`src/rtl/xor_cipher_pkg.sv`:
```
// Shared definitions for the XOR cipher sequencer: FSM state encodings, the
// default key-load command byte and the key index width helper.
package xor_cipher_pkg;

  localparam logic [2:0] ST_IDLE    = 3'd0;
  localparam logic [2:0] ST_TAKE    = 3'd1;
  localparam logic [2:0] ST_KEY     = 3'd2;
  localparam logic [2:0] ST_XOR     = 3'd3;
  localparam logic [2:0] ST_WAIT_TX = 3'd4;
  localparam logic [2:0] ST_SEND    = 3'd5;

  localparam logic [7:0] KEY_CMD_DEFAULT = 8'h1B;

  // A single-byte key still needs a one-bit index.
  function automatic int idx_width(input int key_len);
    return (key_len > 1) ? $clog2(key_len) : 1;
  endfunction

endpackage

```
`src/rtl/xor_key_file.sv`:
```
// Key store: KEY_LEN registers of W bits, one synchronous write port and one
// combinational read port, cleared asynchronously on reset.
module xor_key_file
  import xor_cipher_pkg::*;
#(
  parameter int W       = 8,
  parameter int KEY_LEN = 4,
  parameter int IDX_W   = idx_width(KEY_LEN)
) (
  input  logic             clk,
  input  logic             reset,
  input  logic             we,
  input  logic [IDX_W-1:0] wr_idx,
  input  logic [W-1:0]     wdata,
  input  logic [IDX_W-1:0] rd_idx,
  output logic [W-1:0]     rdata
);

  logic [W-1:0] key_q [KEY_LEN];
  logic [W-1:0] key_d [KEY_LEN];

  always_comb begin
    key_d = key_q;
    if (we) key_d[wr_idx] = wdata;
  end

  always_ff @(posedge clk or posedge reset) begin
    if (reset) begin
      for (int i = 0; i < KEY_LEN; i++) key_q[i] <= '0;
    end else begin
      key_q <= key_d;
    end
  end

  assign rdata = key_q[rd_idx];

endmodule

```
`src/rtl/xor_cipher_seq.sv`:
```
// Sequencer between the RX and TX UART flag buffers: takes each received byte,
// loads the rolling key on command, otherwise XORs and hands it to the transmitter.
module xor_cipher_seq
  import xor_cipher_pkg::*;
#(
  parameter int             W       = 8,
  parameter int             KEY_LEN = 4,
  parameter logic [W-1:0]   KEY_CMD = W'(KEY_CMD_DEFAULT),
  parameter int             CNT_W   = 16
) (
  input  logic             clk,
  input  logic             reset,
  input  logic             rx_flag,
  input  logic [W-1:0]     rx_data,
  output logic             rx_clr,
  input  logic             tx_busy,
  output logic             tx_start,
  output logic [W-1:0]     tx_data,
  input  logic             enable,
  output logic             key_valid,
  output logic [CNT_W-1:0] byte_cnt
);

  localparam int IDX_W = idx_width(KEY_LEN);
  localparam int LC_W  = $clog2(KEY_LEN + 1);
  localparam logic [IDX_W-1:0] IDX_LAST = IDX_W'(KEY_LEN - 1);
  localparam logic [LC_W-1:0]  LC_FULL  = LC_W'(KEY_LEN);
  localparam logic [LC_W-1:0]  LC_ONE   = LC_W'(1);

  logic [2:0]       state_q, state_d;
  logic [W-1:0]     data_q, data_d;
  logic [W-1:0]     tx_data_q, tx_data_d;
  logic             key_valid_q, key_valid_d;
  logic [CNT_W-1:0] byte_cnt_q, byte_cnt_d;
  logic [IDX_W-1:0] rd_idx_q, rd_idx_d;
  logic [IDX_W-1:0] wr_idx_q, wr_idx_d;
  logic [LC_W-1:0]  load_cnt_q, load_cnt_d;
  logic             key_we;
  logic [W-1:0]     key_rdata;

  function automatic logic [IDX_W-1:0] next_idx(input logic [IDX_W-1:0] idx);
    return (idx == IDX_LAST) ? '0 : idx + IDX_W'(1);
  endfunction

  xor_key_file #(
    .W      (W),
    .KEY_LEN(KEY_LEN),
    .IDX_W  (IDX_W)
  ) u_key_file (
    .clk   (clk),
    .reset (reset),
    .we    (key_we),
    .wr_idx(wr_idx_q),
    .wdata (data_q),
    .rd_idx(rd_idx_q),
    .rdata (key_rdata)
  );

  always_comb begin
    state_d     = state_q;
    data_d      = data_q;
    tx_data_d   = tx_data_q;
    key_valid_d = key_valid_q;
    byte_cnt_d  = byte_cnt_q;
    rd_idx_d    = rd_idx_q;
    wr_idx_d    = wr_idx_q;
    load_cnt_d  = load_cnt_q;
    key_we      = 1'b0;
    case (state_q)
      ST_IDLE: begin
        if (rx_flag) begin
          data_d  = rx_data;
          state_d = ST_TAKE;
        end
      end
      ST_TAKE: begin
        // Pending key bytes take precedence, so a command value is a legal key byte.
        if (load_cnt_q != '0) begin
          state_d = ST_KEY;
        end else if (data_q == KEY_CMD) begin
          load_cnt_d  = LC_FULL;
          wr_idx_d    = '0;
          key_valid_d = 1'b0;
          rd_idx_d    = '0;
          state_d     = ST_IDLE;
        end else begin
          state_d = ST_XOR;
        end
      end
      ST_KEY: begin
        key_we     = 1'b1;
        wr_idx_d   = next_idx(wr_idx_q);
        load_cnt_d = load_cnt_q - LC_ONE;
        if (load_cnt_q == LC_ONE) begin
          key_valid_d = 1'b1;
          rd_idx_d    = '0;
        end
        state_d = ST_IDLE;
      end
      ST_XOR: begin
        // The key phase only moves when the key is applied; passthrough keeps it parked.
        if (enable && key_valid_q) begin
          tx_data_d = data_q ^ key_rdata;
          rd_idx_d  = next_idx(rd_idx_q);
        end else begin
          tx_data_d = data_q;
        end
        state_d = ST_WAIT_TX;
      end
      ST_WAIT_TX: begin
        if (!tx_busy) state_d = ST_SEND;
      end
      ST_SEND: begin
        byte_cnt_d = byte_cnt_q + CNT_W'(1);
        state_d    = ST_IDLE;
      end
      default: state_d = ST_IDLE;
    endcase
  end

  always_ff @(posedge clk or posedge reset) begin
    if (reset) begin
      state_q     <= ST_IDLE;
      data_q      <= '0;
      tx_data_q   <= '0;
      key_valid_q <= 1'b0;
      byte_cnt_q  <= '0;
      rd_idx_q    <= '0;
      wr_idx_q    <= '0;
      load_cnt_q  <= '0;
    end else begin
      state_q     <= state_d;
      data_q      <= data_d;
      tx_data_q   <= tx_data_d;
      key_valid_q <= key_valid_d;
      byte_cnt_q  <= byte_cnt_d;
      rd_idx_q    <= rd_idx_d;
      wr_idx_q    <= wr_idx_d;
      load_cnt_q  <= load_cnt_d;
    end
  end

  assign rx_clr    = (state_q == ST_TAKE);
  assign tx_start  = (state_q == ST_SEND);
  assign tx_data   = tx_data_q;
  assign key_valid = key_valid_q;
  assign byte_cnt  = byte_cnt_q;

endmodule
```
`config.mk`:
```
export PLATFORM = sky130hd
export DESIGN_NAME = xor_cipher_seq
export DESIGN_NICKNAME = d
export VERILOG_FILES = /design/src/rtl/xor_cipher_pkg.sv /design/src/rtl/xor_key_file.sv /design/src/rtl/xor_cipher_seq.sv
export SDC_FILE = /design/constraint.sdc
export NUM_CORES = 1
export LEC_CHECK = 0
export CAP_MARGIN = 20
export CORE_UTILIZATION = 55
export DETAILED_ROUTE_END_ITERATION = 8
export PLACE_DENSITY = 0.79
export SLEW_MARGIN = 0
export SYNTH_ARGS = -nofsm -noshare
export SYNTH_HDL_FRONTEND = slang
export SYNTH_SLANG_ARGS = --single-unit
```
`constraint.sdc`:
```
create_clock -name clk -period 4.1 [get_ports clk]
set_input_delay 0.41 -clock clk [delete_from_list [all_inputs] [get_ports clk]]
set_output_delay 0.41 -clock clk [all_outputs]
set_load 0.005 [all_outputs]
```
# Word-level counts from Yosys, hierarchy flattened
# Cells that the tools add are included.
# totals
ff_bits	75
in_bits	13
out_inout_bits	27
elab_cells	76
# op_classes
add_sub_neg	4
order_cmp	3
eq_ne	15
mux	28
bitwise	3
n_reduce_logical	11
# ops
operator	count
$bwmux W32	1
$mux W8	4
$add A16 B1 Y16 const B	1
$bmux W8 S2	1
$demux W8 S2	1
$mux W2	8
$mux W3	4
$pmux W3 S4	1
$ne A2 B2 Y1 const B	5
$eq A8 B5 Y1 const B	1
$xor A8 B8 Y8	1
$eq A3 B1 Y1 const B	2
$eq A3 B2 Y1 const B	2
$eq A3 B3 Y1 const B	2
$ge A3 B3 Y1 const B	2
$not A2 Y3	2
$pmux W2 S3	1
$pmux W3 S2	1
$reduce_bool A3 Y1	2
$reduce_and A5 Y1	1
$add A2 B1 Y2 const B	2
$eq A2 B2 Y1 const B	2
$mux W1	4
$pmux W2 S2	1
other kinds (10)	12

# Depth between registers and ports, before layout
# Gate-level depths: netlist (run 1).
# logic_depth
depth_word	6
mapped_depth	7
depth_no_buf	6

# Modules after synthesis
# A second synthesis (run 1) with hierarchy kept.
# hier_totals
hier_cells	261
hier_area_um2	3408.3
# modules_own_cells
mod	instances	cells_per_inst	area_each_um2	seq_area_each_um2
xor_cipher_seq	1	182	2003.2	1076.0
xor_key_file	1	79	1405.1	800.8

# Worst setup path before layout (run 1)
# No wires, ideal clock.
# synth_path
path_kind	reg-to-reg
startpoint	register state_q[2]
endpoint	register u_key_file.key_q[0] (netlist name)
setup_ps	125
arrival_ps	1409
required_ps	3975
slack_ps	2566
stages_incl_launch_ff	7
path_buffers	3
period_less_slack_ps	1534
path_cell_list	dfrtp_1 > buf_4 > nor3b_2 > buf_4 > and2_1 > buf_6 > mux2_2
# synth_between
elab_chain_cells	2
# synth_lines
item	line_no	source
start: declaration	xor_cipher_seq.sv:30	logic [2:0] state_q, state_d;
start signal: assignment	xor_cipher_seq.sv:132	state_q <= state_d;
$eq A3 B2 Y1	xor_cipher_seq.sv:69	case (state_q)
$mux W1	xor_cipher_seq.sv:69	
end signal: assignment	xor_key_file.sv:31	key_q <= key_d;
end: declaration	xor_key_file.sv:19	logic [W-1:0] key_q [KEY_LEN];
# Every way passes these cells.
# A chain may end at the register's enable or synchronous reset.

# Final worst setup path (run 1)
# layout_path
startpoint	register state_q[0]
endpoint	output port rx_clr
# layout_between
elab_chain_cells	1
# layout_lines
item	line_no	source
$eq A3 B1 Y1	xor_cipher_seq.sv:143	assign rx_clr = (state_q == ST_TAKE);
end: declaration	xor_cipher_seq.sv:15	output logic rx_clr,
# Every way passes these cells.

==> qor.tcl, run 1 <==
set qor(status) {finished, final reports clean}
set qor(highest_achievable_clock_rate_mhz) 420.6
set qor(fin_nets) 332
set qor(postSynthNetCount) 296
set qor(synth_top_area_share) 0.5276
set qor(yosysTopAreaCell) {sky130_fd_sc_hd__dfrtp_1}
set qor(io-pin-count) 40
set qor(synth-seq-area-share) 0.5276
set qor(timing.critical_path.buf_inv) 1
set qor(ys_warn_count) 0
set qor(cts-resized-gates) 0
set qor(vdd.ir_drop.worst_mv) 0.4278
set qor(n_antenna_cell) 0
set qor(floorplan.core_area_um2) 6096
set qor(grt_pass1_vias) 2212
set qor(clock_latency_ns) 0.35
set qor(dieHeight_um) 82.42
set qor(synth-edff-count) 0
set qor(min_period_over_period) 0.5798
set qor(place_hpwl_um) 4469
set qor(timing.critical_path.arrival_ns) 1.97
set qor(finish.instance_area_um2) 4168
set qor(synthesis.area_per_instance_um2) 12.98
set qor(max_slew_margin) 0.4259
set qor(cts_hold_repair.buffers) 0
set qor(final_period_minus_worst_setup_slack_ns) 2.377
set qor(cts_post_setup_buffers_inserted) 0
set qor(asyncSetResetFlopFracSynth) 1.000
set qor(synth.top_cells.by_count) {sky130_fd_sc_hd__dfrtp_1, sky130_fd_sc_hd__mux2_2, sky130_fd_sc_hd__nand2_1}
set qor(n_fill_cell) 469
set qor(fp-row-count) 28
set qor(critical_path.cell_chain) {nor3b_1 > clkdlybuf4s50_1}
set qor(first_pass_iters) 4
set qor(power-per-cell-area_nw_per_um2) 696.0
set qor(synth.ff_latch_count) 75
set qor(first_pass_grt_wire_length_um) 10940
set qor(data_required_time_at_the_worst_endpoint_ns) 3.69
set qor(synthFlopType) {sky130_fd_sc_hd__dfrtp_1}
set qor(timing.final.max_slew_violations) 0
set qor(antenna_violating_nets_post_route) 0
set qor(cp_top_family) {flip-flops}
set qor(dp_area_um2) 3940
set qor(die_width_um) 82.42
set qor(setup.worst_path.end_class) {primary output}
set qor(worstSetupPathType) {register to primary output}
set qor(initial_core_utilization) 0.5835
set qor(detail_route.drc_violations) 0
set qor(viasPerCell) 5.762
set qor(timing.final.setup_violations) 0
set qor(area_growth_pct) 17.17
set qor(cpPeakStageDelay_ns) 0.65
set qor(finish.cell_count_without_fillers) 390
set qor(synth_area_um2) 3557
set qor(globalplace.congestion) 0.7516
set qor(cts_tree) {yes}
set qor(p_leak_nw) 1.840
set qor(cts-buffers-inserted) 9
set qor(routedWlPerCell_um) 16.75
set qor(track_usage) 0.2247
set qor(timing.critical_path.fanout_max) 14
set qor(cts_htree_levels) 3
set qor(rsz0062_at_grt) {false}
set qor(dieArea_um2) 6793
set qor(timing.clock.skew_ns) 0.008262
set qor(post_synth_num_cell_types) 45
set qor(synth.most_common_cell) {sky130_fd_sc_hd__dfrtp_1}
set qor(placement.io_buffers) 39
set qor(place_inst) 374
set qor(clock-sinks) 75
set qor(hold_path.class) {register to register}
set qor(yosys-top-cells-area) {sky130_fd_sc_hd__dfrtp_1, sky130_fd_sc_hd__mux2_2, sky130_fd_sc_hd__mux4_2}
set qor(syn-instance-count) 274
set qor(grt-ovfl-total) 0
set qor(setup.worst_path.start_class) {register}
set qor(grt_start_max_net_pins) 44
set qor(slowest_stage) {sky130_fd_sc_hd__dfrtp_1}
set qor(route.final.wire_length_um) 6533
set qor(timing_worst_slew_pin_value_ns) 0.8598
set qor(cts_root_buffer) {sky130_fd_sc_hd__clkbuf_8}
set qor(clk_pin_slew_worst_paths_ns) 0.08
set qor(antenna_found_initial) 0
set qor(hold_violations) 0
set qor(drv.max_cap_violation_count) 0
set qor(setup_tns_ns) 0
set qor(vias) 2247
set qor(drc_marker_count_from_the_first_detailed_route_iteration) 134
set qor(clockBufferDepth) 2
set qor(layout-drive-gt1-share) 0.2254
worst min-delay path: cells and delay by family, from the launching register on:
family           cells  cell delay [ns]
AO/OA/AOI/OAI        1             0.06
AND/OR/NAND/NOR      1             0.04
flip-flops           1             0.35
metrics by stage:
stage	hold WS [ns]	setup WS (ns)	power, mW	util
global placement	0.4621	2.050	2.215	0.6463
finish	0.4786	1.723	2.901	0.6837
detailed placement	0.4692	1.986	2.275	0.6463
CTS	0.4850	1.692	2.925	0.6837
floorplan	0.4525	1.780	1.980	-
global route	0.4942	1.590	3.099	0.6837
path summary, 6_finish.rpt:
| path | slack (ns) | to | depth (start not counted) | from |
|---|---|---|---|---|
| setup / recovery | 1.72 | rx_clr | 2 | state_q[0] |
| hold / removal | 0.48 | tx_data[5] | 2 | tx_data[5] |
| setup reg to reg | 1.97 | u_key_file.key_q[11] | 3 | state_q[1] |
| hold reg to reg | 0.48 | tx_data[5] | 2 | tx_data[5] |
| max in group asynchronous | 2.60 | u_key_file.key_q[24] | 3 | reset |
| min in group asynchronous | 0.56 | tx_data[7] | 2 | reset |
registers in the layout, indices dropped and copies added (netlist names):
signal	count
byte_cnt	16
rd_idx_q	2
u_key_file.key_q	32
data_q	8
key_valid	1
tx_data	8
load_cnt_q	3
wr_idx_q	2
state_q	3
final cells by class:
type / instances / area, µm² / area share
clock buffer: 11 / 141.4 / 0.03392
clock inverter: 5 / 86.33 / 0.02071
inverter: 6 / 22.52 / 0.005404
multi-input combinational: 178 / 1549 / 0.3717
sequential: 75 / 1877 / 0.4503
tap: 75 / 93.84 / 0.02252
timing repair buffer: 40 / 397.9 / 0.09547
kinds of logic after synthesis:
logic type / after synthesis / synth area share
adders and majority gates: 9 / 0.03166
xor gates and xnor gates: 23 / 0.05663
DFF: 75 / 0.5276
buffers and inverters: 21 / 0.03693
muxes: 49 / 0.1804
AOI/OAI and AO/OA: 22 / 0.03799
and+or+nand+nor: 75 / 0.1287
where the power goes:
part	total, mW	internal, mW	leakage [nW]	switching [mW]
clock	0.641	0.363	0.114	0.278
combinational	0.910	0.566	0.775	0.343
sequential	1.35	1.02	0.952	0.326
total	2.90	1.95	1.84	0.947
placed cells by master, fill, tap and decap left out, types with 9 or more instances in the layout:
cell type and instances:
sky130_fd_sc_hd__nand2_1 19, sky130_fd_sc_hd__dfrtp_1 75, sky130_fd_sc_hd__xnor2_1 11, sky130_fd_sc_hd__clkdlybuf4s50_1 39, sky130_fd_sc_hd__nand3_1 13, sky130_fd_sc_hd__ha_1 9
sky130_fd_sc_hd__xor2_1 12, sky130_fd_sc_hd__mux2_2 41, sky130_fd_sc_hd__clkbuf_8 10
metal layers:
metal  GRT usage  routed length (µm)  vias up  part of all wire
met4      0.1175                 172        0             0.026
li1            -                   -     1044                 -
met5           0                   0        -                 0
met2      0.3421                3184       61              0.49
met1      0.3042                2911     1124              0.45
met3     0.04505                 264       18             0.040
(Power assumes the default switching activity.)
==> run 2: changes to the inputs <==
==> constraint.sdc (replaced) <==
create_clock -name clk -period 2.24 [get_ports clk]
set_input_delay 0.224 -clock clk [delete_from_list [all_inputs] [get_ports clk]]
set_output_delay 0.224 -clock clk [all_outputs]
set_load 0.005 [all_outputs]
==> run 2 against run 1 <==
  * Clock-buffer cell count grew 2
  * Critical path depth unchanged
  * Via count about the same
  * Sequential share of layout area shrank 0.43 points
  * Critical endpoint is now tx_start
  * Highest routed layer unchanged
==> qor.tcl, run 2 (synthesis results as in run 1) <==
set qor(final_period_minus_worst_setup_slack_ns) 2.067
set qor(setup.worst_path.start_class) {register}
set qor(place_inst) 379 ;# +1.3%
set qor(drv.max_cap_violation_count) 0 ;# unchanged
set qor(clock-sinks) 75 ;# unchanged
set qor(layout-drive-gt1-share) 0.2344 ;# +0.008978
set qor(clock_latency_ns) 0.34 ;# about the same
set qor(data_required_time_at_the_worst_endpoint_ns) 2.02 ;# -1.67 ns
set qor(fp-row-count) 28 ;# unchanged
set qor(max_slew_margin) 0.5659 ;# +0.1400
set qor(routedWlPerCell_um) 16.40 ;# -2.1%
set qor(first_pass_iters) 4 ;# unchanged
set qor(most-common-layout-cells) {sky130_fd_sc_hd__dfrtp_1, sky130_fd_sc_hd__mux2_2, sky130_fd_sc_hd__clkdlybuf4s50_1, sky130_fd_sc_hd__nand2_1, sky130_fd_sc_hd__nand3_1}
set qor(n_antenna_cell) 0 ;# unchanged
set qor(grt-ovfl-total) 0 ;# unchanged
set qor(slowest_stage) {sky130_fd_sc_hd__dfrtp_1}
set qor(setup.worst_path.end_class) {primary output}
set qor(track_usage) 0.2199 ;# -0.004723
set qor(initial_core_utilization) 0.5835 ;# unchanged
set qor(cts_post_setup_buffers_inserted) 0 ;# unchanged
set qor(antenna_violating_nets_post_route) 0 ;# unchanged
set qor(min_period_over_period) 0.9228
set qor(rr_endpoint) {u_key_file.key_q[2]}
set qor(layout.cells.most_common) {sky130_fd_sc_hd__dfrtp_1}
set qor(timing.final.max_slew_violations) 0 ;# unchanged
set qor(first_pass_grt_wire_length_um) 10730 ;# -2.0%
set qor(grt_start_max_net_pins) 28 ;# -36%
set qor(floorplan.core_area_um2) 6096 ;# unchanged
set qor(dieArea_um2) 6793 ;# unchanged
set qor(viasPerCell) 5.686 ;# -1.3%
set qor(cts-buffers-inserted) 9 ;# unchanged
set qor(setup.reg_to_reg.worst_slack_ns) 0.40 ;# -1.57 ns
set qor(post-layout-total-power_mw) 5.241 ;# +81%
set qor(hold_violations) 0 ;# unchanged
set qor(finalCoreUtilization) 0.6903 ;# +0.006568
set qor(cts-resized-gates) 0 ;# unchanged
set qor(grt_pass1_vias) 2160 ;# -2.4%
set qor(cts_hold_repair.buffers) 0 ;# unchanged
set qor(cts_htree_levels) 3 ;# unchanged
set qor(clk_pin_slew_worst_paths_ns) 0.08 ;# about the same
set qor(critical_path.cell_chain) {and3b_1 > clkdlybuf4s50_1}
set qor(power-per-cell-area_nw_per_um2) 1246 ;# +79%
set qor(antenna_found_initial) 0 ;# unchanged
set qor(vias) 2246 ;# -0.045%
set qor(place_hpwl_um) 4674 ;# +4.6%
set qor(route.final.wire_length_um) 6479 ;# -0.83%
set qor(max_flop_register) {u_key_file.key_q}
set qor(hold_path.class) {input pin to async pin}
set qor(vdd.ir_drop.worst_mv) 0.7994 ;# +87%
set qor(timing.final.setup_violations) 0 ;# unchanged
set qor(cts_root_buffer) {sky130_fd_sc_hd__clkbuf_8}
set qor(io-pin-count) 40 ;# unchanged
set qor(timing.critical_path.arrival_ns) 1.84 ;# -0.13 ns
set qor(placement.io_buffers) 39 ;# unchanged
set qor(timing_worst_slew_pin_value_ns) 0.6491 ;# -0.2107 ns
set qor(rsz0062_at_grt) {false}
set qor(worstSetupPathType) {register to primary output}
set qor(fin_nets) 337 ;# +1.5%
set qor(clockBufferDepth) 2 ;# unchanged
set qor(r2r.worst_path.cells) 3 ;# unchanged
set qor(detail_route.drc_violations) 0 ;# unchanged
set qor(timing.critical_path.fanout_max) 11 ;# -3
set qor(dieHeight_um) 82.42 ;# unchanged
set qor(largest_reg_flops) 32 ;# unchanged
set qor(drc_marker_count_from_the_first_detailed_route_iteration) 180 ;# +34%
set qor(highest_achievable_clock_rate_mhz) 483.8
set qor(p_leak_nw) 1.860 ;# +1.1%
set qor(die_width_um) 82.42 ;# unchanged
set qor(finish.cell_count_without_fillers) 395 ;# +1.3%
set qor(cpPeakStageDelay_ns) 0.57 ;# -0.08 ns
set qor(timing.clock.skew_ns) 0.004667 ;# -0.003595 ns
set qor(cts_tree) {yes}
set qor(globalplace.congestion) 0.8188 ;# +8.9%
set qor(timing.rr.start) {state_q[1]}
set qor(area_growth_pct) 18.29
set qor(status) {finished, final reports clean}
set qor(setup_tns_ns) 0 ;# unchanged
==> run 2: changes by cell type in the layout (fill, tap and decap cells not counted), sizes merged <==
cell      before  now
clkinvlp       0    1
clkinv         3    1
buf            1    6
clkbuf        11   13
bufinv         2    1
==> run 2: worst max path at each step <==
| stage | depth (start not counted) | from | endpoint | slack, ns |
|---|---|---|---|---|
| 2_1_floorplan | 1 | reset | byte_cnt[0] | 0.11 |
| 3_3_place_gp | 3 | state_q[1] | u_key_file.key_q[1] | 0.44 |
| 3_5_place_dp | 3 | state_q[1] | u_key_file.key_q[2] | 0.42 |
| 4_1_cts | 2 | state_q[1] | rx_clr | 0.16 |
| 5_1_grt | 2 | state_q[2] | tx_start | 0.07 |
| 6_report | 2 | state_q[2] | tx_start | 0.17 |
==> run 2: metal layers <==
| metal | part of all wire | up-vias | track usage |
|---|---|---|---|
| li1 | - | 1050 | - |
| met1 | 0.48 | 1145 | 0.2996 |
| met2 | 0.48 | 42 | 0.3405 |
| met3 | 0.025 | 9 | 0.04615 |
| met4 | 0.015 | 0 | 0.09474 |
| met5 | 0 | - | 0 |
==> run 2: layout make-up <==
type / instances / area (µm²)
fillers: 479 / 1888
flip-flops and latches: 75 / 1877
multi-input cells: 178 / 1549
repair buffers: 45 / 460.4
clock buffers: 13 / 158.9
well taps: 75 / 93.84
clock inverters: 3 / 46.29
inverters: 6 / 22.52
==> run 2: power breakdown <==
group / internal, mW / switching, mW / leakage, nW
registers: 1.88 / 0.594 / 0.952
clock network: 0.579 / 0.487 / 0.0998
logic: 1.07 / 0.633 / 0.809
==> run 2: metrics by stage <==
stage	cell area (µm²)	worst slack [ns]	hold slack, ns
after detailed placement	4003	0.4177	0.4649
final	4208	0.1729	0.2288
after floorplan	3557	0.1060	0.3757
after global placement	4003	0.4446	0.4630
after global routing	4208	0.07035	0.2675
after CTS	4208	0.1551	0.2431
==> run 2: critical path: cells and delay by family (launching register included) <==
family	cells	cell delay, ns
simple gates	1	0.38
buf+inv	1	0.55
flops	1	0.57
==> run 3: changes to the inputs <==
--- a/config.mk
+++ b/config.mk
@@ -5,8 +5,10 @@
 export SDC_FILE = /design/constraint.sdc
 export NUM_CORES = 1
 export LEC_CHECK = 0
+export ABC_AREA = 1
 export CAP_MARGIN = 20
 export CORE_UTILIZATION = 55
+export CTS_CLUSTER_SIZE = 28
 export DETAILED_ROUTE_END_ITERATION = 8
 export PLACE_DENSITY = 0.79
 export SLEW_MARGIN = 0
==> run 3 against run 2 <==
  * The flow now finishes with violations (DRC)
  * Core utilization rose by 0.25 points
  * Critical path depth up 1
  * Non-clock buffer count fell by 2
  * Via count up 43%
  * Routed wire length rose by 28%
  * Total power is 4.8% higher
  * Maximum frequency is 2.0% higher
  * Synthesized cell count grew 78%
  * Design area rose by 6.9%
  * Cell count rose by 55%
  * First-iteration DRC count up 53%
  * Largest power group unchanged
==> qor.tcl, run 3 <==
set qor(status) {finished, violations left}
set qor(failed_checks) {DRC}
set qor(power-per-cell-area_nw_per_um2) 1221 ;# -2.0%
set qor(timing.final.max_slew_violations) 0 ;# unchanged
set qor(track_usage) 0.2558 ;# +0.03587
set qor(routedWlPerCell_um) 13.56 ;# -17%
set qor(antenna_violating_nets_post_route) 0 ;# unchanged
set qor(p_leak_nw) 2.254 ;# +21%
set qor(grt-busiest-layer) {met2}
set qor(max_slew_margin) 0.5973 ;# +0.03142
set qor(detail_route.drc_violations) 5 ;# +5
set qor(yosys-top-cells-area) {sky130_fd_sc_hd__dfrtp_1, sky130_fd_sc_hd__nand2_1, sky130_fd_sc_hd__inv_1}
set qor(timing_worst_slew_pin_value_ns) 0.6023 ;# -0.04686 ns
set qor(clock-sinks) 75 ;# unchanged
set qor(dieArea_um2) 7215 ;# +6.2%
set qor(route.final.wire_length_um) 8300 ;# +28%
set qor(vdd.ir_drop.worst_mv) 0.7225 ;# -9.6%
set qor(dieHeight_um) 84.94 ;# +3.1%
set qor(area_growth_pct) 18.92
set qor(clock_latency_ns) 0.36 ;# +0.02 ns
set qor(floorplan.core_area_um2) 6495 ;# +6.5%
set qor(fp-row-count) 29 ;# +3.6%
set qor(highest_achievable_clock_rate_mhz) 493.6 ;# +2.0%
set qor(setup.worst_path.start_class) {register}
set qor(place_hpwl_um) 5848 ;# +25%
set qor(synth_top_area_share) 0.4960 ;# -0.03158
set qor(layout.cells.most_common) {sky130_fd_sc_hd__nand2_1}
set qor(grt.met1_usage) 0.3428 ;# +0.04325
set qor(asyncSetResetFlopFracSynth) 1.000 ;# unchanged
set qor(setup_tns_ns) 0 ;# unchanged
set qor(first_pass_grt_wire_length_um) 14180 ;# +32%
set qor(cts_hold_repair.buffers) 0 ;# unchanged
set qor(initial_core_utilization) 0.5825 ;# -0.0009919
set qor(cts_htree_levels) 3 ;# unchanged
set qor(setup.reg_to_reg.worst_slack_ns) 0.48 ;# +0.08 ns
set qor(most-common-layout-cells) {sky130_fd_sc_hd__nand2_1, sky130_fd_sc_hd__dfrtp_1, sky130_fd_sc_hd__inv_1, sky130_fd_sc_hd__nand3_1, sky130_fd_sc_hd__clkdlybuf4s50_1}
set qor(worstSetupPathType) {register to primary output}
set qor(post-layout-total-power_mw) 5.492 ;# +4.8%
set qor(postSynthNetCount) 509 ;# +72%
set qor(die_width_um) 84.94 ;# +3.1%
set qor(yosysTopAreaCell) {sky130_fd_sc_hd__dfrtp_1}
set qor(viasPerCell) 5.255 ;# -7.6%
set qor(layout-drive-gt1-share) 0.05607 ;# -0.1783
set qor(grt_start_max_net_pins) 30 ;# +7.1%
set qor(final_period_minus_worst_setup_slack_ns) 2.026 ;# -0.04100 ns
set qor(rsz0062_at_grt) {false}
set qor(setup.worst_path.end_class) {primary output}
set qor(worst_hold_slack_ns) 0.2429 ;# +0.01407 ns
set qor(ys_warn_count) 0 ;# unchanged
set qor(globalplace.congestion) 0.8577 ;# +4.8%
set qor(synth.most_common_cell) {sky130_fd_sc_hd__nand2_1}
set qor(cts_root_buffer) {sky130_fd_sc_hd__clkbuf_8}
set qor(drv.max_cap_violation_count) 0 ;# unchanged
set qor(rr_endpoint) {u_key_file.key_q[22]}
set qor(hold_path.class) {input pin to async pin}
set qor(grt-ovfl-total) 0 ;# unchanged
set qor(io-pin-count) 40 ;# unchanged
set qor(placement.io_buffers) 39 ;# unchanged
set qor(clockBufferDepth) 2 ;# unchanged
set qor(timing.critical_path.arrival_ns) 1.80 ;# -0.04 ns
set qor(grt.met2_usage) 0.4142 ;# +0.07373
set qor(timing.critical_path.fanout_max) 10 ;# -1
set qor(synth.top_cells.by_count) {sky130_fd_sc_hd__nand2_1, sky130_fd_sc_hd__dfrtp_1, sky130_fd_sc_hd__inv_1}
set qor(timing.rr.start) {state_q[2]}
set qor(clk_pin_slew_worst_paths_ns) 0.08 ;# about the same
set qor(max_flop_register) {u_key_file.key_q}
set qor(cts-buffers-inserted) 9 ;# unchanged
set qor(drc_marker_count_from_the_first_detailed_route_iteration) 275 ;# +53%
set qor(hold_violations) 0 ;# unchanged
set qor(first_pass_iters) 7 ;# +3
set qor(post_synth_num_cell_types) 23 ;# -49%
set qor(synth_area_um2) 3784 ;# +6.4%
set qor(min_period_over_period) 0.9045 ;# -0.01831
set qor(r2r.worst_path.cells) 5 ;# +2
set qor(vias) 3216 ;# +43%
set qor(synth-seq-area-share) 0.4960 ;# -0.03158
set qor(synth.ff_latch_count) 75 ;# unchanged
set qor(grt_pass1_vias) 3046 ;# +41%
set qor(largest_reg_flops) 32 ;# unchanged
set qor(synthesis.area_per_instance_um2) 7.769 ;# -40%
set qor(data_required_time_at_the_worst_endpoint_ns) 2.02 ;# about the same
set qor(n_antenna_cell) 0 ;# unchanged
set qor(fin_nets) 552 ;# +64%
set qor(cts_tree) {yes}
set qor(syn-instance-count) 487 ;# +78%
set qor(antenna_found_initial) 0 ;# unchanged
set qor(cts_post_setup_buffers_inserted) 0 ;# unchanged
set qor(timing.final.setup_violations) 0 ;# unchanged
set qor(timing.clock.skew_ns) 0.006297 ;# +0.001629 ns
set qor(synth-edff-count) 0 ;# unchanged
set qor(synthFlopType) {sky130_fd_sc_hd__dfrtp_1}
set qor(cts-resized-gates) 0 ;# unchanged
set qor(global_route.usage.met3) 0.05058 ;# +0.004430
run 3: cell types whose count changed after synthesis, sizes merged, moves of 4 or more:
cell,before,now
a21oi,2,9
and2,4,0
and3,5,0
inv,6,71
mux2,41,0
mux4,8,0
nand2,19,176
nand3,13,45
nor2,7,34
o21ai,10,37
xnor2,11,6
xor2,12,5
run 3: worst max-delay path by stage:
stage                     slack [ns]  startpoint           to  depth (start not counted)
after detailed placement        0.55  state_q[2]  rd_idx_q[0]                          7
final                           0.21  state_q[0]     tx_start                          3
after global placement          0.62  state_q[0]     tx_start                          3
after floorplan                 0.11       reset  byte_cnt[0]                          1
after global routing            0.06  state_q[2]       rx_clr                          4
after CTS                       0.20  state_q[0]     tx_start                          3
run 3: report_power, final:
group	leakage (nW)	internal [mW]	switching, mW
combinational	1.19	0.769	1.19
clock	0.115	0.769	0.516
sequential	0.945	1.88	0.371
total	2.25	3.41	2.08
run 3: cells by family after synthesis:
family / share of synthesized area
buf+inv: 0.09061
fa+ha+maj: 0.02976
simple gates: 0.2933
flops: 0.4960
xor+xnor: 0.02546
compound gates: 0.06482
run 3: layout make-up:
class / instances / area (µm²)
fillers: 500 / 1996
flip-flops and latches: 75 / 1877
multi-input cells: 330 / 1564
repair buffers: 43 / 445.4
inverters: 71 / 266.5
clock buffers: 10 / 137.6
clock inverters: 6 / 112.6
well taps: 77 / 96.34
run 3: stage by stage:
stage / setup WS [ns] / instances / area, µm² / util
finish: 0.2139 / 612 / 4499 / 0.6927
global route: 0.06197 / 612 / 4499 / 0.6927
CTS: 0.2033 / 612 / 4499 / 0.6927
detailed placement: 0.5500 / 596 / 4249 / 0.6542
global placement: 0.6229 / 596 / 4249 / 0.6542
floorplan: 0.1060 / 487 / 3784 / -
run 3: worst max-delay path, stage by stage (launching register included):
cell	delay, ns
sky130_fd_sc_hd__dfrtp_1	0.50
sky130_fd_sc_hd__nand2_2	0.11
sky130_fd_sc_hd__nor2_4	0.27
sky130_fd_sc_hd__clkdlybuf4s50_1	0.56
run 3: routing by layer:
layer  share of wire  up-vias
met3           0.041       11
li1                -     1589
met4           0.012        0
met2            0.49       75
met1            0.46     1541
met5               0        -
